## src/rtl/ram_pkg.sv

```systemverilog
// Shared constants for the single-port clearable RAM: read-during-write
// selection and the clear sequencer state encoding.
package ram_pkg;

    localparam logic RDW_OLD = 1'b0;
    localparam logic RDW_NEW = 1'b1;

    typedef enum logic [0:0] {
        ST_IDLE  = 1'b0,
        ST_CLEAR = 1'b1
    } clr_state_t;

endpackage

```

## src/rtl/ram_clr_seq.sv

```systemverilog
// Clear sequencer: walks an address counter over the whole array once per
// sweep, started by reset (optionally) or by a one-cycle request while idle.
module ram_clr_seq
    import ram_pkg::*;
#(
    parameter int   AW           = 8,
    parameter logic CLR_ON_RESET = 1'b1
) (
    input  logic          clk,
    input  logic          reset_n,
    input  logic          clr_req,
    output logic          busy,
    output logic [AW-1:0] clr_addr,
    output logic          clr_we
);

    localparam logic [AW-1:0] CNT_LAST = {AW{1'b1}};

    clr_state_t    state_r;
    logic [AW-1:0] cnt_r;
    logic          busy_r;

    // State, sweep counter and registered busy flag
    always_ff @(posedge clk) begin
        if (!reset_n) begin
            cnt_r   <= '0;
            state_r <= CLR_ON_RESET ? ST_CLEAR : ST_IDLE;
            busy_r  <= CLR_ON_RESET;
        end else begin
            case (state_r)
                ST_IDLE: begin
                    if (clr_req) begin
                        state_r <= ST_CLEAR;
                        busy_r  <= 1'b1;
                        cnt_r   <= '0;
                    end else begin
                        state_r <= ST_IDLE;
                        busy_r  <= 1'b0;
                    end
                end
                ST_CLEAR: begin
                    // Last address written on this edge: wrap and drop busy together
                    cnt_r <= cnt_r + AW'(1);
                    if (cnt_r == CNT_LAST) begin
                        state_r <= ST_IDLE;
                        busy_r  <= 1'b0;
                    end else begin
                        state_r <= ST_CLEAR;
                        busy_r  <= 1'b1;
                    end
                end
                default: begin
                    state_r <= ST_IDLE;
                    busy_r  <= 1'b0;
                    cnt_r   <= '0;
                end
            endcase
        end
    end

    assign busy     = busy_r;
    assign clr_we   = busy_r;
    assign clr_addr = cnt_r;

endmodule

```

## src/rtl/ram_sp_clr.sv

```systemverilog
// Parametrised single-port synchronous RAM with selectable read-during-write
// behaviour and a built-in clear sweep sharing the single write port.
module ram_sp_clr
    import ram_pkg::*;
#(
    parameter int            AW           = 8,
    parameter int            DW           = 8,
    parameter logic [DW-1:0] CLR_VALUE    = '0,
    parameter logic          CLR_ON_RESET = 1'b1,
    parameter logic          RDW_MODE     = RDW_OLD
) (
    input  logic          clk,
    input  logic          reset_n,
    input  logic [AW-1:0] a,
    input  logic [DW-1:0] i,
    output logic [DW-1:0] o,
    input  logic          r_n,
    input  logic          w_n,
    input  logic          clr_req,
    output logic          busy
);

    logic          busy_s;
    logic          clr_we_s;
    logic [AW-1:0] clr_addr_s;
    logic          we_s;
    logic [AW-1:0] addr_s;
    logic [DW-1:0] wdata_s;
    logic [DW-1:0] o_r;
    logic [DW-1:0] mem_r [0:(2**AW)-1];

    ram_clr_seq #(
        .AW           (AW),
        .CLR_ON_RESET (CLR_ON_RESET)
    ) u_seq (
        .clk      (clk),
        .reset_n  (reset_n),
        .clr_req  (clr_req),
        .busy     (busy_s),
        .clr_addr (clr_addr_s),
        .clr_we   (clr_we_s)
    );

    // Write port mux: the sweep owns the port while busy, reset blocks writes
    always_comb begin
        we_s    = 1'b0;
        addr_s  = a;
        wdata_s = i;
        if (!reset_n) begin
            we_s = 1'b0;
        end else if (busy_s) begin
            we_s    = clr_we_s;
            addr_s  = clr_addr_s;
            wdata_s = CLR_VALUE;
        end else begin
            we_s = !w_n;
        end
    end

    // Array write, kept reset-free so it maps onto block RAM
    always_ff @(posedge clk) begin
        if (we_s) begin
            mem_r[addr_s] <= wdata_s;
        end
    end

    // Registered read data; holds while idle-unread or sweeping
    always_ff @(posedge clk) begin
        if (!reset_n) begin
            o_r <= '0;
        end else if (!busy_s && !r_n) begin
            if ((RDW_MODE == RDW_NEW) && !w_n) begin
                o_r <= i;
            end else begin
                o_r <= mem_r[a];
            end
        end else begin
            o_r <= o_r;
        end
    end

    assign o    = o_r;
    assign busy = busy_s;

endmodule

```

## config.mk

```make
export PLATFORM = sky130hd
export DESIGN_NAME = ram_sp_clr
export DESIGN_NICKNAME = d
export VERILOG_FILES = /design/src/rtl/ram_pkg.sv /design/src/rtl/ram_clr_seq.sv /design/src/rtl/ram_sp_clr.sv
export SDC_FILE = /design/constraint.sdc
export NUM_CORES = 2
export LEC_CHECK = 0
export BUFFER_PORTS_ARGS = -buffer_cell sky130_fd_sc_hd__buf_2
export CORE_UTILIZATION = 35
export CTS_CLUSTER_DIAMETER = 200
export DETAILED_ROUTE_END_ITERATION = 10
export GPL_TIMING_DRIVEN = 0
export PLACE_DENSITY = 0.48
export SLEW_MARGIN = 25
export SYNTH_ARGS = -nofsm -noshare
export SYNTH_HDL_FRONTEND = slang
export SYNTH_SLANG_ARGS = --single-unit
```

## constraint.sdc

```tcl
create_clock -name clk -period 6.8 [get_ports clk]
set_input_delay 0.34 -clock clk [delete_from_list [all_inputs] [get_ports clk]]
set_output_delay 0.34 -clock clk [all_outputs]
set_load 0.03 [all_outputs]
```

==> metrics.cfg <==
[synthesis]
synth_compound_area_share_pct = 3.76
synth_nets = 4022
yosysWarnings = 0
ys_ff_latch = 2065
synthSimpleGateAreaFrac_pct = 3.36
avgSynthCellArea_um2 = 20.1
synth_area_leaders = edfxtp_1 (76%), mux4_2 (11%), mux2i_1 (3.1%), nor2_1 (1.3%), o22ai_1 (0.74%)
synth-adder-area-share_pct = 0.0156
synth_cell_type_count = 69
synthArstFlopShare_pct = 0
ys_seq_area_share_pct = 76.9
synth_top_flop_cell = edfxtp_1
synth_edf_count = 2048
muxShareOfSynthArea_pct = 14.2
syn_inst = 4000
synth_xor_area_share_pct = 0
netlist_area_um2 = 80400
synthTopCellsByCount = edfxtp_1 (2048), mux4_2 (394), nor2_1 (289), mux2i_1 (248), nand2_1 (131)
synth.most_common_cell = edfxtp_1
synth_top_family_by_area = multiplexers
synth.largest_area_cell = edfxtp_1
synth_top_cell_area_share_pct = 76.4

[worst_setup_path]
worstReg2RegEnd = mem_r[182][1]$_DFFE_PP_
cp-start-kind = primary input
critical-path-max-stage-delay_ns = 0.92
r2r_start = u_seq.busy$_SDFF_PN1_
rr_worst_depth = 8
crit_top_cell = buf_2
critPathSlowestCell = nor2_1
ff2ff_setup_slack_ns = 1.72
crit_chain = buf_2 > buf_4 > buf_4 > buf_2 > buf_2 > buf_2 > nand3_1 > nand2_1 > nand3_1 > buf_2 > nor2_1
cp_max_fo = 10
critPathArrivalTime_ns = 6.64
required_ns = 7.30
crit_path_end_kind = register
critPathKind = in -> reg

[route]
drt.antenna.violating_nets = 0
wirelength_mm = 351
drc = 0
drtIter0Drc = 8508
wl_per_cell_um = 46.6
first_pass_iters = 6
viasPerCell = 6.23
via_count = 46904

[cells_and_area]
drive_gt1_share_pct = 23.9
multi_input_area_um2 = 17500
fill_cells = 20029
seq_area_um2 = 61800
nets = 4352
synthToLayoutAreaGrowth_pct = 16.1
stdcell_count = 7529

[sta]
finalHoldViolations = 0
slew_headroom_pct = 15.5
fin_crit_ns = 6.14
slew_violations = 0
setup_viol = 0
tightestPinTransition_ns = 1.26
clock_skew_ns = 0.0587
finalCritPeriodShare_pct = 90.2
fmax_ghz = 0.163
tns_ns = 0
rsz0062_at_grt = false

[global_route]
grt_pass1_vias = 43900
grt_start_max_net_pins = 67
antenna_found_initial = 35
grt_pass1_wl_mm = 449
overflow = 0
track_usage_pct = 30.1

[power]
swShare_pct = 24.1
p_comb_share_pct = 6.9
ir_drop_v = 0.000225
power.leakage_nw = 29.5
powerDensity_nw_per_um2 = 297
p_int_w = 0.0211
p_clk_share_pct = 42.6
seqPwrFrac_pct = 50.5
switchingPower_w = 0.00668

[clocking]
ctsHtreeMaxLevel = 4
cts_sinks = 2065
cts_setup_buffers = 0
ctsLongestPathBuffers = 3
cts_buffers = 217
clkTransAtPathRegs_ns = 0.06
cts_tree = built
cts-root-buf = clkbuf_16
insertion_delay_ns = 0.92

[die]
fp-row-count = 175
dieArea_um2 = 232000
dieHeight_um = 481
core_um2 = 228000
start_util_pct = 35.3
die_width_um = 481
io_pins = 30

[status]
outcome = completed

[placement]
gp_congestion = 1.04
dp_hpwl_mm = 239
dp.cells = 7113
portBuffers = 27

[run]
cap_viol_max_count = 0

[min_path]
hold_start = i[6]
min_path_cells = 2
min_path_type = in -> reg
holdPathEnd = mem_r[196][6]$_DFFE_PP_

## sequential cells by signal (all words and copies together), names as in the netlist
register,flops
o,8
mem_r,2048
u_seq.clr_addr,8
u_seq.busy,1
## power groups by stage
stage	registers (W)	logic [W]	clock network, W
global route	0.0140	0.00188	0.0123
detailed placement	0.0143	0.00184	0
global placement	0.0144	0.00170	0
finish	0.0140	0.00192	0.0118
floorplan	0.0143	0.000743	0
CTS	0.0140	0.00185	0.0119
## metrics by stage
step	hold WS [ns]	total power (W)	utilization (%)	instance area (um2)	setup slack, ns
global route	0.0331	0.0282	41.0	93400	0.886
global placement	0.525	0.0161	37.0	84300	-4.23
detailed placement	0.541	0.0161	37.9	86300	-0.0533
floorplan	0.494	0.0151	-	80400	1.42
finish	0.0303	0.0277	41.0	93400	0.664
CTS	0.0000876	0.0277	40.9	93300	0.841
## cell type report
cell class | instances | area share [%]
clock inverters | 116 | 1.22
well taps | 3009 | 4.03
multi-input cells | 1690 | 18.7
clock buffers | 283 | 6.20
repair buffers | 111 | 2.01
diodes | 10 | 0.0268
plain buffers | 238 | 1.55
inverters | 7 | 0.0281
flip-flops and latches | 2065 | 66.2
## metal layers
layer / vias up / global-route usage (%) / part of all wire [%]
met5: - / 0 / 0.033
met4: 16 / 17.4 / 6.9
met3: 808 / 8.41 / 12
met2: 3344 / 43.8 / 43
met1: 25405 / 40.5 / 39
li1: 17331 / - / -
## worst max-delay path: cells and delay by family
kind,cells,cell delay [ns]
AND/OR/NAND/NOR,4,2.04
buffers and inverters,7,4.02
## logic make-up (layout without fill, tap and decap cells)
group                    Yosys count  in the layout
flip-flops                      2065           2065
multiplexers                     647            647
AND/OR/NAND/NOR                  610            610
AO/OA/AOI/OAI                    432            432
buffers and inverters            245            755
adder cells (fa/ha/maj)            1              1
other                              0             10
## repair_timing
item,in CTS,in global routing
hold buffers,6,0
gates resized for setup,0,0
endpoints found under the hold margin,75,0
## layout by cell type, fill, tap and decap left out, drive strengths merged, types with 6 or more instances in the layout
master	synthesis	routed
nor4	11	11
a2111oi	19	19
nand3	54	54
nor2	289	289
edfxtp	2048	2048
o21ai	36	36
a31oi	13	13
buf	147	252
a211o	7	7
clkinvlp	0	8
a211oi	36	36
a22oi	68	68
clkbuf	91	374
dfxtp	17	17
nor2b	10	10
nand4	12	12
o221ai	49	49
o22ai	96	96
nand3b	10	10
a21oi	60	60
diode	0	10
dlygate4sd3	0	6
nor3	34	34
clkinv	1	87
o31ai	9	9
mux4	397	397
and2	20	20
inv	6	13
nand2	131	131
bufinv	0	15
or3	11	11
mux2i	248	248
## how the worst max path moves through the flow
stage                          start                      end  slack, ns  cells after the start
4_1_cts                         a[1]  mem_r[178][1]$_DFFE_PP_       0.84                     11
2_1_floorplan  u_seq.busy$_SDFF_PN1_    mem_r[0][0]$_DFFE_PP_       1.42                      5
3_3_place_gp                 reset_n  mem_r[152][1]$_DFFE_PP_      -4.23                      6
3_5_place_dp                    a[1]  mem_r[178][1]$_DFFE_PP_      -0.05                     11
6_report                        a[1]  mem_r[211][7]$_DFFE_PP_       0.66                     11
5_1_grt                         a[1]  mem_r[179][1]$_DFFE_PP_       0.89                     11
Note: power is estimated with default switching activity, not from simulation.
